**src/rtl/drill_bist_pkg.sv**
```systemverilog
// Shared types and constants for the drill self-test engine.
// Latency: n/a (package only).
// Backpressure: n/a (package only).
package drill_bist_pkg;

    typedef enum logic [1:0] {
        S_IDLE    = 2'd0,
        S_APPLY   = 2'd1,
        S_CAPTURE = 2'd2,
        S_DONE    = 2'd3
    } state_t;

    localparam logic [7:0] DEF_POLY   = 8'h07;
    localparam logic [7:0] DEF_GOLDEN = 8'h3F;

    function automatic int clog2(input int v);
        int r;
        r = 0;
        while ((1 << r) < v) r = r + 1;
        return r;
    endfunction

endpackage

```
**src/rtl/drill_sisr.sv**
```systemverilog
// Serial-input signature register: one CRC shift per enabled cycle, synchronous clear.
// Latency: signature reflects din one cycle after en.
// Backpressure: none; clr wins over en.
module drill_sisr #(
    parameter int               SIG_W = 8,
    parameter logic [SIG_W-1:0] POLY  = 8'h07
) (
    input  logic             clk,
    input  logic             rst_n,
    input  logic             clr,
    input  logic             en,
    input  logic             din,
    output logic [SIG_W-1:0] sig
);

    logic [SIG_W-1:0] sig_q;
    logic [SIG_W-1:0] sig_d;
    logic             fb;

    always_comb begin
        fb    = sig_q[SIG_W-1] ^ din;
        sig_d = sig_q;
        if (clr) begin
            sig_d = '0;
        end else if (en) begin
            sig_d = {sig_q[SIG_W-2:0], 1'b0} ^ (fb ? POLY : '0);
        end
    end

    always_ff @(posedge clk or negedge rst_n) begin
        if (!rst_n) begin
            sig_q <= '0;
        end else begin
            sig_q <= sig_d;
        end
    end

    assign sig = sig_q;

endmodule

```
**src/rtl/drill_bist.sv**
```systemverilog
// drill_bist_ctrl: exhaustive-vector BIST driver/checker with CRC compaction; DRILL_BIST_EXPECT_EN adds per-vector compare.
// Latency: done pulses 2^N_IN*(SETTLE+1) cycles after the start-accept edge.
// Backpressure: start is only honoured in IDLE; all other starts are dropped.
module drill_bist_ctrl
    import drill_bist_pkg::*;
#(
    parameter int                    N_IN   = 3,
    parameter int                    SETTLE = 1,
    parameter int                    SIG_W  = 8,
    parameter logic [SIG_W-1:0]      POLY   = DEF_POLY,
    parameter logic [SIG_W-1:0]      GOLDEN = DEF_GOLDEN,
    parameter logic [(1<<N_IN)-1:0]  EXPECT = 8'h90
) (
    input  logic             clk,
    input  logic             rst_n,
    input  logic             start,
    output logic [N_IN-1:0]  dut_in,
    input  logic             dut_out,
    output logic             busy,
    output logic             done,
    output logic             pass,
    output logic [SIG_W-1:0] signature,
    output logic [N_IN-1:0]  fail_idx,
    output logic             fail_any
);

    localparam int              CW          = (clog2(SETTLE + 1) < 1) ? 1 : clog2(SETTLE + 1);
    localparam logic [CW-1:0]   SETTLE_LAST = CW'(SETTLE - 1);
    localparam logic [N_IN-1:0] LAST_VEC    = {N_IN{1'b1}};

    state_t            state_q, state_d;
    logic [CW-1:0]     cnt_q, cnt_d;
    logic [N_IN-1:0]   dut_in_q, dut_in_d;
    logic              busy_q, busy_d;
    logic              done_q, done_d;
    logic              pass_q, pass_d;
    logic [N_IN-1:0]   fail_idx_q, fail_idx_d;
    logic              fail_any_q, fail_any_d;
    logic              sisr_clr, sisr_en;
    logic [SIG_W-1:0]  sig_w;
    logic [SIG_W-1:0]  sig_next;
    logic              fb;

    drill_sisr #(
        .SIG_W (SIG_W),
        .POLY  (POLY)
    ) u_sisr (
        .clk   (clk),
        .rst_n (rst_n),
        .clr   (sisr_clr),
        .en    (sisr_en),
        .din   (dut_out),
        .sig   (sig_w)
    );

    // Signature after the final capture, so pass is valid in the same cycle as done.
    always_comb begin
        fb       = sig_w[SIG_W-1] ^ dut_out;
        sig_next = {sig_w[SIG_W-2:0], 1'b0} ^ (fb ? POLY : '0);
    end

    always_comb begin
        state_d    = state_q;
        cnt_d      = cnt_q;
        dut_in_d   = dut_in_q;
        busy_d     = busy_q;
        done_d     = 1'b0;
        pass_d     = pass_q;
        fail_idx_d = fail_idx_q;
        fail_any_d = fail_any_q;
        sisr_clr   = 1'b0;
        sisr_en    = 1'b0;
        case (state_q)
            S_IDLE: begin
                if (start) begin
                    sisr_clr   = 1'b1;
                    pass_d     = 1'b0;
                    fail_idx_d = '0;
                    fail_any_d = 1'b0;
                    dut_in_d   = '0;
                    cnt_d      = '0;
                    busy_d     = 1'b1;
                    state_d    = S_APPLY;
                end
            end
            S_APPLY: begin
                if (cnt_q == SETTLE_LAST) begin
                    cnt_d   = '0;
                    state_d = S_CAPTURE;
                end else begin
                    cnt_d = cnt_q + 1'b1;
                end
            end
            S_CAPTURE: begin
                sisr_en = 1'b1;
`ifdef DRILL_BIST_EXPECT_EN
                if (!fail_any_q && (dut_out != EXPECT[dut_in_q])) begin
                    fail_any_d = 1'b1;
                    fail_idx_d = dut_in_q;
                end
`endif
                if (dut_in_q == LAST_VEC) begin
                    done_d  = 1'b1;
                    busy_d  = 1'b0;
                    pass_d  = (sig_next == GOLDEN) && !fail_any_d;
                    state_d = S_DONE;
                end else begin
                    dut_in_d = dut_in_q + 1'b1;
                    state_d  = S_APPLY;
                end
            end
            S_DONE: begin
                state_d = S_IDLE;
            end
            default: state_d = S_IDLE;
        endcase
    end

    always_ff @(posedge clk or negedge rst_n) begin
        if (!rst_n) begin
            state_q    <= S_IDLE;
            cnt_q      <= '0;
            dut_in_q   <= '0;
            busy_q     <= 1'b0;
            done_q     <= 1'b0;
            pass_q     <= 1'b0;
            fail_idx_q <= '0;
            fail_any_q <= 1'b0;
        end else begin
            state_q    <= state_d;
            cnt_q      <= cnt_d;
            dut_in_q   <= dut_in_d;
            busy_q     <= busy_d;
            done_q     <= done_d;
            pass_q     <= pass_d;
            fail_idx_q <= fail_idx_d;
            fail_any_q <= fail_any_d;
        end
    end

`ifndef DRILL_BIST_EXPECT_EN
    // Per-vector expectations only matter when the compare feature is built in.
    logic unused_expect;
    assign unused_expect = ^EXPECT;
`endif

    assign dut_in    = dut_in_q;
    assign busy      = busy_q;
    assign done      = done_q;
    assign pass      = pass_q;
    assign signature = sig_w;
    assign fail_idx  = fail_idx_q;
    assign fail_any  = fail_any_q;

endmodule

```
**config.mk**
```make
export PLATFORM = sky130hd
export DESIGN_NAME = drill_bist_ctrl
export DESIGN_NICKNAME = d
export VERILOG_FILES = /design/src/rtl/drill_bist_pkg.sv /design/src/rtl/drill_sisr.sv /design/src/rtl/drill_bist.sv
export SDC_FILE = /design/constraint.sdc
export NUM_CORES = 1
export LEC_CHECK = 0
export ABC_AREA = 0
export BUFFER_PORTS_ARGS = -buffer_cell sky130_fd_sc_hd__buf_2
export CAP_MARGIN = 10
export CORE_UTILIZATION = 44
export CTS_BUF_LIST = sky130_fd_sc_hd__clkbuf_16
export CTS_CLUSTER_SIZE = 24
export DETAILED_ROUTE_END_ITERATION = 8
export GPL_ROUTABILITY_DRIVEN = 0
export PLACE_DENSITY = 0.82
export SYNTH_ARGS = -nofsm -noshare
export SYNTH_HDL_FRONTEND = slang
export SYNTH_HIERARCHICAL = 1
export SYNTH_SLANG_ARGS = --single-unit
```
**constraint.sdc**
```tcl
create_clock -name clk -period 1.5 [get_ports clk]
set_input_delay 0 -clock clk [delete_from_list [all_inputs] [get_ports clk]]
set_output_delay 0 -clock clk [all_outputs]
set_load 0.01 [all_outputs]
```
After elaboration in Yosys (flattened, before gate mapping) --
Cells that the tools add are included.
Cells by class: add/subtract/negate cells 2, multiply operators 0, divide/modulo/power cells 0, $lt $le $gt $ge 0, eq/ne operators 9, shift operators 0, multiplexer cells 23, bitwise logic cells 2, reductions and logical operators 8
Operators with widths (number):
- $mux 8 | 2
- $mux 1 | 10
- $mux 3 | 3
- $eq 8x6->1 const B | 1
- $ne 2x2->1 const B | 4
- $pmux 2 s4 | 1
- $xor 8x8->8 | 1
- $mux 2 | 3
- $pmux 1 s2 | 3
- $pmux 3 s2 | 1
- $reduce_and 3->1 | 2
- $reduce_bool 2->1 | 3
- $eq 2x2->1 const B | 2
- $reduce_and 2->1 | 2
- $add 3x1->3 const B | 1
- $eq 3x3->1 const B | 1
- $eq 2x1->1 const B | 1
- $logic_not 2->1 | 1
- $add 1x1->1 const B | 1
- $xor 1x1->1 | 1
Storage, ports and cells: register bits 17, bits in latches 0, bits in writable memories 0, ROM bits 0, input bits 4, output and inout bits 18, logic and storage cells 51, memories kept 0

Longest topological paths before layout --
Gate-level depths: netlist of the first run.
word-level depth 6, gate-level depth with buffers 5, depth with buffers taken out 5

Modules after synthesis --
Netlist of the first run, hierarchy kept.
By module, submodules not included:
- drill_bist_ctrl | times used 1, cells each 34, area each 404.1 µm², sequential area each 200.2 µm²
- drill_sisr | times used 1, cells each 32, area each 372.9 µm², sequential area each 200.2 µm²

Least setup slack after synthesis of the first run --
OpenSTA, ideal clock, no wires.
path type reg2reg, from reg dut_in_q[0] (netlist: dut_in[0]), to reg dut_in_q[0] (netlist: dut_in[0]), library setup time 125 ps, arrival 1339 ps, data required time 1375 ps, slack 36 ps, stages on the path, launching flop included 6, buffers on the path 0, period minus slack after synthesis 1464 ps, cell sequence dfrtp_1 -> ha_1 -> ha_1 -> nand3b_1 -> nand2_1 -> mux2_2
On the way: cells in the longest elaborated chain, start to end 3, elaborated cells on any way between the ends 6, those cells by class add/sub: 1; eq/ne: 2; mux: 2; reduce/logical: 1
RTL lines:
- from (decl) | line drill_bist.sv:33 | logic [N_IN-1:0] dut_in_q, dut_in_d;
- from (signal assigned) | line drill_bist.sv:132 | dut_in_q <= dut_in_d;
- $add 3x1->3 / $eq 3x3->1 (equally long branches) | line drill_bist.sv:108, drill_bist.sv:102
- $mux 3 / $ne 2x2->1 (equally long branches)
- $pmux 3 s2 / $reduce_and 3->1 (equally long branches)
Parallel ways exist; a longest one is shown, timed or not. The select of a mux whose other input is x is not followed. A chain may end at the register's enable or synchronous reset.

Final worst setup path of the first run --
from reg state_q[0], to reg u_sisr.sig_q[2] (netlist: u_sisr/sig[2])
On the way: cells in the longest elaborated chain, start to end 3, elaborated cells on any way between the ends 6, those cells by class eq/ne: 1; mux: 3; reduce/logical: 2
RTL lines:
- from (decl) | line drill_bist.sv:31 | state_t state_q, state_d;
- from (signal assigned) | line drill_bist.sv:130 | state_q <= state_d;
- $eq 2x2->1 | line drill_bist.sv:73 | case (state_q)
- $mux 1 | line drill_bist.sv:73
- via sisr_en | line drill_bist.sv:39 | logic sisr_clr, sisr_en;
- $reduce_bool 2->1 (no source line)
- to (signal assigned) | line drill_sisr.sv:34 | sig_q <= sig_d;
- to (decl) | line drill_sisr.sv:16 | logic [SIG_W-1:0] sig_q;
The timed path passes the listed nets, and every way through them passes these cells.

==> results.md, run 1 <==
- Status: complete, but fails checks
- Failing checks: DRC
- RSZ-0062 raised after global routing: false
- Clk sink count: 16
- CP peak stage delay: 0.47 ns
- CTS tree: built
- Total number of H-tree levels: 1
- N_diodes: 0
- DP Wirelength: 1.05 mm
- Fraction of layout cells with a size suffix above 1: 34.4%
- Crit Path Class: reg2reg
- DRT Pass-1 Iters: 6
- CTS Root Cell: clkbuf_16
- Die footprint: 1940 sq um
- Worst setup SP type: flip-flop
- Clk buf depth: 2
- Core box area: 1580 sq um
- Final Hold Vio Count: 0
- Area grow syn2layout: 25.9%
- Critical path arrival: 1.55 ns
- PortBufs: 17
- Worst-Skew Late Latency: 0.24 ns
- First-pass GRT wire length: 2.44 mm
- Tmin final: 1.40 ns
- Yosys cell types: 31
- GRT Util Overall: 17.8%
- Post-DRT Antenna Nets: 0
- Vias per cell: 5.29
- Die height: 44.0 um
- Vias: 561
- Avg Cell Area, Syn: 11.8 sq um
- Sequential area share after synthesis: 51.5%
- Cell Rows: 14
- Iter 0 DRT Violations: 12
- Final setup skew: 0.00230 ns
- Max Fclk: 0.712 GHz
- CP Max Fanout: 6
- DRT Wirelength: 1.52 mm
- HP Class: in2reg
- Flop-to-flop setup slack: 0.1 ns
- Final net count: 97
- Synthesized flop and latch total: 16
- Syn Inst Count: 66
- Non-filler cells, final: 106
- Power Density: 1960 nW/um^2
- Pins over their slew limit: 0
- Critical Path End Type: flip-flop
- Period utilization: 93.6%
- CTS Buf Count: 3
- Clk slew on worst S/H paths: 0.05 ns
- WL per Instance: 14.3 um
- Initial core utilization: 49.3%
- Maxcap violations: 0
- Placed cell count: 101
- Vias in the first global route: 536
- Worst-path cell chain: and2b_4 > inv_2 > or4_1 > o311ai_1
- Largest net degree at the start of global routing: 17
- Leak Pwr: 0.000516 uW
- Most frequent cells in the layout: buf_2, dfrtp_1, mux2i_1, nor2_1, buf_4
- Req. time, crit path: 1.64 ns
- Residual DRC: 2
- Yosys warnings: 6
- Die width: 44.0 um
- Max rail drop VDD: 1160 uV
- Synth Cell Area: 777 sq um
- Initial antenna violation count: 0
- Most common cell after layout, fill and taps aside: buf_2
- Final TNS setup: 0 ns
- Endpoints failing setup: 0
- Total grt overflow: 0
- IO Count: 22
- CP max-delay cell: or4_1
## per-layer routing
| metal | track usage [%] | part of all wire (%) | up-vias |
|---|---|---|---|
| met1 | 21.6 | 43 | 269 |
| met3 | 4.08 | 5.1 | 2 |
| met4 | 9.09 | 0.39 | 0 |
| li1 | - | - | 274 |
| met5 | 0 | 0 | - |
| met2 | 29.7 | 52 | 16 |
## report_power, final
part	total [uW]	leakage (uW)	internal, uW	switching, uW
combinational	701	0.000268	361	340
sequential	705	0.000209	561	143
clock	508	0.0000385	353	155
total	1910	0.000516	1270	639
## registers in the layout (all words and copies together), names as in the netlist
signal / count
pass: 1
u_sisr/sig: 8
done: 1
state_q: 2
dut_in: 3
busy: 1
## layout make-up
type                       count  area (sq um)
inverter                       3          11.3
multi-input combinational     44           335
clock inverter                 1          3.75
timing repair buffer          23           133
clock buffer                   3          75.1
fill                         136           598
tap                           16          20.0
sequential                    16           400
## path summary, 6_finish.rpt
check,start,to,depth (start not counted)
worst max-delay path,state_q[0],u_sisr/sig[2],4
worst min-delay path,start,state_q[0],2
worst max register to register,state_q[0],u_sisr/sig[2],4
worst min register to register,busy,busy,1
max in group asynchronous,rst_n,u_sisr/sig[6],2
min in group asynchronous,rst_n,busy,2
## cell families after synthesis
family	share of synthesized area (%)
AOI/OAI and AO/OA	9.83
DFF	51.5
buffers and inverters	7.41
muxes	9.18
adders and majority gates	3.22
xor gates and xnor gates	3.38
other	0.483
and+or+nand+nor	15.0
## cells in the mapped netlist (all sizes together)
cell | n | area share [%]
o31ai | 1 | 0.97
nor2b | 1 | 1.8
ha | 2 | 3.2
nor3b | 1 | 0.97
a211oi | 1 | 0.97
xor2 | 1 | 1.1
mux2i | 6 | 7.7
nand4b | 1 | 1.1
conb | 1 | 0.48
or4 | 2 | 1.9
dfrtp | 16 | 52
o21ai | 2 | 1.3
or2b | 1 | 0.97
a21o | 1 | 0.97
buf | 6 | 6.0
nand3b | 2 | 1.9
o21ba | 1 | 1.3
a22o | 2 | 2.3
mux2 | 1 | 1.4
and2b | 1 | 1.3
nor4 | 1 | 0.81
nand2 | 1 | 0.48
xnor2 | 2 | 2.3
nor2 | 6 | 2.9
inv | 3 | 1.4
nand4 | 1 | 0.81
o211ai | 1 | 0.97
o311ai | 1 | 1.1
## metrics by stage
stage | util [%] | cell area, sq um | hold WS [ns] | setup slack, ns | power [uW]
6_report | 62.1 | 978 | 0.0276 | 0.0958 | 1910
5_1_grt | 62.1 | 978 | 0.0507 | 0.00632 | 2050
4_1_cts | 61.7 | 973 | 0.0212 | 0.0944 | 1910
3_5_place_dp | 56.1 | 885 | -0.0614 | 0.117 | 1390
3_3_place_gp | 56.1 | 885 | -0.0744 | 0.135 | 1360
2_1_floorplan | - | 788 | -0.296 | 0.0362 | 1180
## repair_timing
action | in CTS | in global routing
endpoints found under the hold margin | 16 | 0
resized for setup | 0 | 1
setup buffers | 0 | 0
hold buffers | 1 | 0
setup endpoints to repair | 0 | 2
## critical path, delay by kind of cell, from the launching register on
| family | cells | cell delay (ns) |
|---|---|---|
| and+or+nand+nor | 2 | 0.75 |
| DFF | 1 | 0.42 |
| AOI/OAI and AO/OA | 1 | 0.10 |
| buffers and inverters | 1 | 0.05 |
No activity file was read; power rests on OpenSTA's default activity.
==> run 2: changes to the inputs <==
--- a/config.mk
+++ b/config.mk
@@ -5,15 +5,16 @@
 export SDC_FILE = /design/constraint.sdc
 export NUM_CORES = 1
 export LEC_CHECK = 0
-export ABC_AREA = 0
+export ABC_AREA = 1
 export BUFFER_PORTS_ARGS = -buffer_cell sky130_fd_sc_hd__buf_2
 export CAP_MARGIN = 10
-export CORE_UTILIZATION = 44
+export CORE_UTILIZATION = 45
 export CTS_BUF_LIST = sky130_fd_sc_hd__clkbuf_16
 export CTS_CLUSTER_SIZE = 24
 export DETAILED_ROUTE_END_ITERATION = 8
 export GPL_ROUTABILITY_DRIVEN = 0
-export PLACE_DENSITY = 0.82
+export PLACE_DENSITY = 0.83
+export SLEW_MARGIN = 15
 export SYNTH_ARGS = -nofsm -noshare
 export SYNTH_HDL_FRONTEND = slang
 export SYNTH_HIERARCHICAL = 1
==> run 2 against run 1 <==
- the run now ends clean
- worst hold slack worse by 0.019 ns
- design area down 0.26%
- sequential power up 10%
- area after synthesis up 3.1%
- global-route usage up 1.4 points
- register-to-register slack better by 0.097 ns
- combinational power up 46%
- critical path depth up 2
- sequential share of layout area up 0.10 points
- routed wire length up 3.1%
- largest power group is now combinational logic
- highest routed layer unchanged
==> results.md, run 2 <==
- Status: finished clean (was complete, but fails checks)
- Clk slew on worst S/H paths: 0.05 ns (about the same)
- Max rail drop VDD: 1180 uV (was 1160 uV)
- Hold_sp: start (unchanged)
- Crit Path Class: reg2reg (unchanged)
- Initial antenna violation count: 0 (unchanged)
- Setup Buffers After CTS: 0 (unchanged)
- Top cells by count, synth: nand2_1, inv_1, dfrtp_1, nand3_1 (was dfrtp_1, mux2i_1, nor2_1, buf_4)
- Vias: 683 (was 561)
- First-pass GRT wire length: 2.73 mm (was 2.44 mm)
- Yosys warnings: 6 (unchanged)
- Post-synth ARST share: 100% (unchanged)
- Clk buf depth: 2 (unchanged)
- GRT Util Overall: 19.3% (was 17.8%)
- IO Count: 22 (unchanged)
- Initial core utilization: 50.8% (was 49.3%)
- Leak Pwr: 0.000562 uW (was 0.000516 uW)
- Hold path cells: 3 (was 2)
- Final net count: 125 (was 97)
- Hold Slack: 0.00910 ns (was 0.0276 ns)
- Worst-path cell chain: ha_1 > ha_1 > nand3_2 > nand2_2 > nand2_1 > o31ai_1 (was and2b_4 > inv_2 > or4_1 > o311ai_1)
- PortBufs: 17 (unchanged)
- Max Fclk: 0.765 GHz (was 0.712 GHz)
- Area grow syn2layout: 21.9% (was 25.9%)
- Critical path launch point: dut_in[0] (was state_q[0])
- Worst setup SP type: flip-flop (unchanged)
- DRT Pass-1 Iters: 6 (unchanged)
- Vias per cell: 5.10 (was 5.29)
- WL per Instance: 11.7 um (was 14.3 um)
- Vias in the first global route: 633 (was 536)
- Endpoints failing setup: 0 (unchanged)
- Cell Rows: 14 (unchanged)
- Critical Path End Type: flip-flop (unchanged)
- Iter 0 DRT Violations: 17 (was 12)
- Syn Inst Count: 97 (was 66)
- R2R Path Start: dut_in[0] (was state_q[0])
- Post-DRT Antenna Nets: 0 (unchanged)
- Yosys cell types: 17 (was 31)
- RSZ-0062 raised after global routing: false (unchanged)
- Worst-Skew Late Latency: 0.24 ns (about the same)
- Core box area: 1580 sq um (unchanged)
- Sequential area share after synthesis: 50.0% (was 51.5%)
- Count leader, synth: nand2_1 (was dfrtp_1)
- Residual DRC: 0 (was 2)
- Critical path arrival: 1.43 ns (was 1.55 ns)
- Ys flop type: dfrtp_1 (unchanged)
- CTS tree: built (unchanged)
- N_diodes: 0 (unchanged)
- Final core occ: 61.9% (was 62.1%)
- Die height: 44.2 um (was 44.0 um)
- HP Class: in2reg (unchanged)
- Dominant cells by area after synthesis: dfrtp_1, nand2_1, inv_1, nand3_1, buf_4 (was dfrtp_1, mux2i_1, buf_4, ha_1, nor2_1)
- Total Power: 2310 uW (was 1910 uW)
- Post-synth top area share: 50.0% (was 51.5%)
- CP Max Fanout: 6 (unchanged)
- Final setup skew: 0.00157 ns (was 0.00230 ns)
- Synth Cell Area: 801 sq um (was 777 sq um)
- R2R cell count: 6 (was 4)
- Top cell by count, worst path: ha_1
- Die footprint: 1950 sq um (was 1940 sq um)
- Avg Cell Area, Syn: 8.26 sq um (was 11.8 sq um)
- CP max-delay cell: dfrtp_1 (was or4_1)
- Fraction of layout cells with a size suffix above 1: 25.4% (was 34.4%)
- Tmin final: 1.31 ns (was 1.40 ns)
- Maxcap violations: 0 (unchanged)
- Power Density: 2370 nW/um^2 (was 1960 nW/um^2)
- Total grt overflow: 0 (unchanged)
- Die width: 44.2 um (was 44.0 um)
- Synth area leader: dfrtp_1 (unchanged)
- CTS Buf Count: 3 (unchanged)
- Clk sink count: 16 (unchanged)
- Synthesized flop and latch total: 16 (unchanged)
- Req. time, crit path: 1.63 ns (was 1.64 ns)
- Largest net degree at the start of global routing: 17 (unchanged)
- CP peak stage delay: 0.40 ns (was 0.47 ns)
- DRT Wirelength: 1.57 mm (was 1.52 mm)
- PostCTS Resize Cnt: 0 (unchanged)
- Max reg flops: 8 (unchanged)
- Pins over their slew limit: 0 (unchanged)
- CTS Root Cell: clkbuf_16 (unchanged)
- Post-synth EDFFs: 0 (unchanged)
- Final Hold Vio Count: 0 (unchanged)
- Most frequent cells in the layout: nand2_1, inv_1, buf_2 (was buf_2, dfrtp_1, mux2i_1, nor2_1, buf_4)
- Total number of H-tree levels: 1 (unchanged)
- Final TNS setup: 0 ns (unchanged)
- Most common cell after layout, fill and taps aside: nand2_1 (was buf_2)
- # hold bufs at CTS: 1 (unchanged)
- DP Wirelength: 1.12 mm (was 1.05 mm)
- Period utilization: 87.1% (was 93.6%)
run 2: cell types whose count changed after synthesis, moves of 2 or more:
cell,delta
a22o_1,-2
inv_1,+15
mux2i_1,-6
nand2_1,+24
nand2_2,+4
nand3_1,+10
nor2_1,-2
o21ai_2,+2
o22ai_1,+4
or4_1,-2
xnor2_1,-2
run 2: area by class of cell:
type                    count  area [sq um]
fillers                   122           601
multi-input cells          61           310
well taps                  16          20.0
clock inverters             1          3.75
flip-flops and latches     16           400
clock buffers               3          75.1
repair buffers             18          95.1
inverters                  19          71.3
run 2: report_power, final:
group	internal (uW)	switching [uW]
Combinational	385	632
Sequential	620	157
Clock	353	162
run 2: stage by stage:
stage / std cells / setup slack [ns] / instance area [sq um]
after floorplan: 100 / 0.253 / 812
after global placement: 129 / 0.269 / 887
after detailed placement: 129 / 0.228 / 887
after CTS: 134 / 0.186 / 976
after global routing: 134 / 0.114 / 976
final: 134 / 0.193 / 976
run 2: kinds of logic (layout without fill, tap and decap cells):
group | Yosys count | after routing | share of synthesized area [%]
AND/OR/NAND/NOR | 47 | 47 | 26.9
other | 1 | 4 | 0.468
adder cells (fa/ha/maj) | 2 | 2 | 3.12
AO/OA/AOI/OAI | 8 | 8 | 6.87
buffers and inverters | 23 | 41 | 12.7
flip-flops | 16 | 16 | 50.0
run 2: worst paths after layout:
| path | to | slack, ns |
|---|---|---|
| max | dut_in[0] | 0.19 |
| min | state_q[0] | 0.009 |
| min in group asynchronous | state_q[0] | 0.19 |
| min reg2reg | busy | 0.47 |
| max reg2reg | dut_in[0] | 0.19 |
| max in group asynchronous | u_sisr/sig[1] | 1.06 |
run 2: worst max-delay path, delay by kind of cell (launching register included):
| family | cells | cell delay (ns) |
|---|---|---|
| AND/OR/NAND/NOR | 3 | 0.30 |
| flip-flops | 1 | 0.40 |
| AO/OA/AOI/OAI | 1 | 0.06 |
| adder cells (fa/ha/maj) | 2 | 0.42 |
run 2: layer usage:
layer  global-route usage [%]  share of wire, %  wire, um  up-vias
met3                     3.67               4.5        70        2
met1                     24.5                47       744      316
met5                        0                 0         0        -
met4                     10.9               1.2        19        0
met2                     30.6                47       732       27
li1                         -                 -         -      338
==> run 3: changes to the inputs <==
--- a/config.mk
+++ b/config.mk
@@ -8,14 +8,12 @@
 export ABC_AREA = 1
 export BUFFER_PORTS_ARGS = -buffer_cell sky130_fd_sc_hd__buf_2
 export CAP_MARGIN = 10
-export CORE_UTILIZATION = 45
+export CORE_UTILIZATION = 44
 export CTS_BUF_LIST = sky130_fd_sc_hd__clkbuf_16
 export CTS_CLUSTER_SIZE = 24
 export DETAILED_ROUTE_END_ITERATION = 8
 export GPL_ROUTABILITY_DRIVEN = 0
-export PLACE_DENSITY = 0.83
-export SLEW_MARGIN = 15
+export PLACE_DENSITY = 0.82
 export SYNTH_ARGS = -nofsm -noshare
 export SYNTH_HDL_FRONTEND = slang
-export SYNTH_HIERARCHICAL = 1
 export SYNTH_SLANG_ARGS = --single-unit
==> run 3 against run 2 <==
- routed wire length is 9.1% lower
- worst setup slack got worse by 0.0065 ns
- die area increased by 0.48%
- non-clock buffer count is the same
- combinational power is 40% lower
- synthesized cell count is 10% lower
- clock skew rose by 0.0015 ns
- worst hold slack better by 0.042 ns
- sequential power decreased by 17%
- via count decreased by 9.7%
- critical path type unchanged
- critical endpoint unchanged
- largest cell class unchanged
==> results.md, run 3 <==
- Status: finished clean (unchanged)
- Largest net degree at the start of global routing: 17 (unchanged)
- Most common cell after layout, fill and taps aside: nand2_1 (unchanged)
- Yosys cell types: 19 (was 17)
- GRT Util Overall: 17.4% (was 19.3%)
- Pint: 1140 uW (was 1360 uW)
- Area of the multi-input gates: 289 sq um (was 310 sq um)
- DRT Pass-1 Iters: 4 (was 6)
- Period utilization: 87.6% (was 87.1%)
- Cell Rows: 14 (unchanged)
- Worst setup SP type: flip-flop (unchanged)
- First-pass GRT wire length: 2.39 mm (was 2.73 mm)
- Final Hold Vio Count: 0 (unchanged)
- Ys flop type: dfrtp_1 (unchanged)
- Avg Cell Area, Syn: 9.05 sq um (was 8.26 sq um)
- Vias: 617 (was 683)
- Power Density: 1860 nW/um^2 (was 2370 nW/um^2)
- Die height: 44.3 um (was 44.2 um)
- Switching Power: 645 uW (was 951 uW)
- Mux contribution to synthesized area: 0% (unchanged)
- Crit Path Class: reg2reg (unchanged)
- Synth Cell Area: 787 sq um (was 801 sq um)
- HP Class: in2reg (unchanged)
- Largest family of logic cells by synthesized area: simple AND/OR/NAND/NOR gates (unchanged)
- Post-synth top area share: 50.9% (was 50.0%)
- Residual DRC: 0 (unchanged)
- Post-synth ARST share: 100% (unchanged)
- Combinational power share: 34.2% (was 44.1%)
- Final core occ: 60.0% (was 61.9%)
- Req. time, crit path: 1.64 ns (was 1.63 ns)
- Sequential area share after synthesis: 50.9% (was 50.0%)
- Synthesized flop and latch total: 16 (unchanged)
- Final net count: 115 (was 125)
- Synth Area in Adders: 4.77% (was 3.13%)
- IO Count: 22 (unchanged)
- Pins over their slew limit: 0 (unchanged)
- Yosys warnings: 0 (was 6)
- Final TNS setup: 0 ns (unchanged)
- Post-synth EDFFs: 0 (unchanged)
- Register Area: 400 sq um (unchanged)
- Clk sink count: 16 (unchanged)
- Core box area: 1590 sq um (was 1580 sq um)
- Post-synthesis compound-gate area fraction: 11.8% (was 6.87%)
- Synth Area in XOR/XNOR: 0% (unchanged)
- DP Wirelength: 1.02 mm (was 1.12 mm)
- Clk slew on worst S/H paths: 0.05 ns (about the same)
- CTS tree: built (unchanged)
- Vias per cell: 4.71 (was 5.10)
- Leak Pwr: 0.000517 uW (was 0.000562 uW)
- Synth Area in Simple Gates: 18.3% (was 26.9%)
- Initial core utilization: 49.4% (was 50.8%)
- Synth area leader: dfrtp_1 (unchanged)
- Initial antenna violation count: 0 (unchanged)
- Endpoints failing setup: 0 (unchanged)
- Clock share of power: 29.4% (was 22.3%)
- Max reg flops: 8 (unchanged)
- N_diodes: 0 (unchanged)
- Top cells by count, synth: nand2_1, dfrtp_1, inv_1, o22ai_1, nor2_1 (was nand2_1, inv_1, dfrtp_1, nand3_1)
- PostCTS Resize Cnt: 0 (unchanged)
- Die footprint: 1960 sq um (was 1950 sq um)
- Hold Slack: 0.0515 ns (was 0.00910 ns)
- Sw Ratio: 36.1% (was 41.2%)
- Seq pwr share: 36.3% (was 33.7%)
- Total grt overflow: 0 (unchanged)
- DRT Wirelength: 1.42 mm (was 1.57 mm)
- Critical path arrival: 1.45 ns (was 1.43 ns)
- WL per Instance: 10.9 um (was 11.7 um)
- Fraction of layout cells with a size suffix above 1: 26.2% (was 25.4%)
- Total number of H-tree levels: 1 (unchanged)
- PortBufs: 17 (unchanged)
- Dominant cells by area after synthesis: dfrtp_1, nand2_1, inv_1, o22ai_1, ha_1 (was dfrtp_1, nand2_1, inv_1, nand3_1, buf_4)
- CP Max Fanout: 4 (was 6)
- Critical Path End Type: flip-flop (unchanged)
- Max rail drop VDD: 1380 uV (was 1180 uV)
- CTS Root Cell: clkbuf_16 (unchanged)
- Tmin final: 1.31 ns (about the same)
- CTS Buf Count: 3 (unchanged)
- Area grow syn2layout: 21.6% (was 21.9%)
- Final setup skew: 0.00310 ns (was 0.00157 ns)
- Die width: 44.3 um (was 44.2 um)
- Iter 0 DRT Violations: 16 (was 17)
- Post-DRT Antenna Nets: 0 (unchanged)
- Fillcell total: 128 (was 122)
- RSZ-0062 raised after global routing: false (unchanged)
- Most frequent cells in the layout: nand2_1, buf_2, dfrtp_1 (was nand2_1, inv_1, buf_2)
- Max Fclk: 0.761 GHz (was 0.765 GHz)
- Vias in the first global route: 578 (was 633)
- Syn Inst Count: 87 (was 97)
- Clk buf depth: 2 (unchanged)
- Worst-Skew Late Latency: 0.25 ns (was 0.24 ns)
- Maxcap violations: 0 (unchanged)
- Count leader, synth: nand2_1 (unchanged)
[run 3: repair_timing]
item / 4_1_cts / 5_1_grt
endpoints found under the hold margin: 16 / 0
hold buffers: 1 / 0
setup buffers: 0 / 0
[run 3: critical path: stages, from the launching register on]
cell and delay [ns]:
dfrtp_1 0.40, ha_1 0.21, ha_1 0.25, o21ai_2 0.18, nand2_1 0.07, o21a_1 0.10
[run 3: area by class of cell]
| cell class | instances | area share (%) |
|---|---|---|
| multi-input cells | 52 | 30.2 |
| well taps | 24 | 3.14 |
| inverters | 17 | 6.67 |
| repair buffers | 18 | 9.93 |
| flip-flops and latches | 16 | 41.8 |
| clock buffers | 3 | 7.84 |
| clock inverters | 1 | 0.392 |
[run 3: metal layers]
metal / global-route usage, % / vias to the layer above / part of all wire, %
met5: 0 / - / 0
met1: 22.4 / 290 / 47
met3: 4.08 / 4 / 3.3
met2: 25.6 / 14 / 47
met4: 12.7 / 0 / 3.0
li1: - / 309 / -
[run 3: worst paths after layout]
check / startpoint / to / slack, ns / cells past startpoint
worst max-delay path: dut_in[0] / dut_in[0] / 0.19 / 5
worst min-delay path: start / busy / 0.05 / 3
min in group asynchronous: rst_n / state_q[1] / 0.19 / 2
worst max register to register: dut_in[0] / dut_in[0] / 0.19 / 5
worst min register to register: busy / busy / 0.47 / 2
max in group asynchronous: rst_n / u_sisr.sig[1] / 1.05 / 2
[run 3: cells by family after synthesis]
family | Yosys count
and+or+nand+nor | 31
buffers and inverters | 22
DFF | 16
AOI/OAI and AO/OA | 14
adders and majority gates | 3
other | 1
[run 3: power groups by stage]
stage | clock, uW | sequential (uW) | combinational, uW
finish | 525 | 648 | 611
detailed placement | 0 | 652 | 610
global route | 544 | 665 | 691
CTS | 530 | 647 | 617
global placement | 0 | 648 | 592
floorplan | 0 | 690 | 421
[run 3: per-stage QoR]
stage               instance area (sq um)  total power, uW  cells  setup WS (ns)
finish                                957             1780    131          0.186
global route                          957             1900    131         0.0594
floorplan                             798             1110     90          0.203
detailed placement                    868             1260    126          0.186
global placement                      868             1240    126          0.208
CTS                                   957             1790    131          0.178
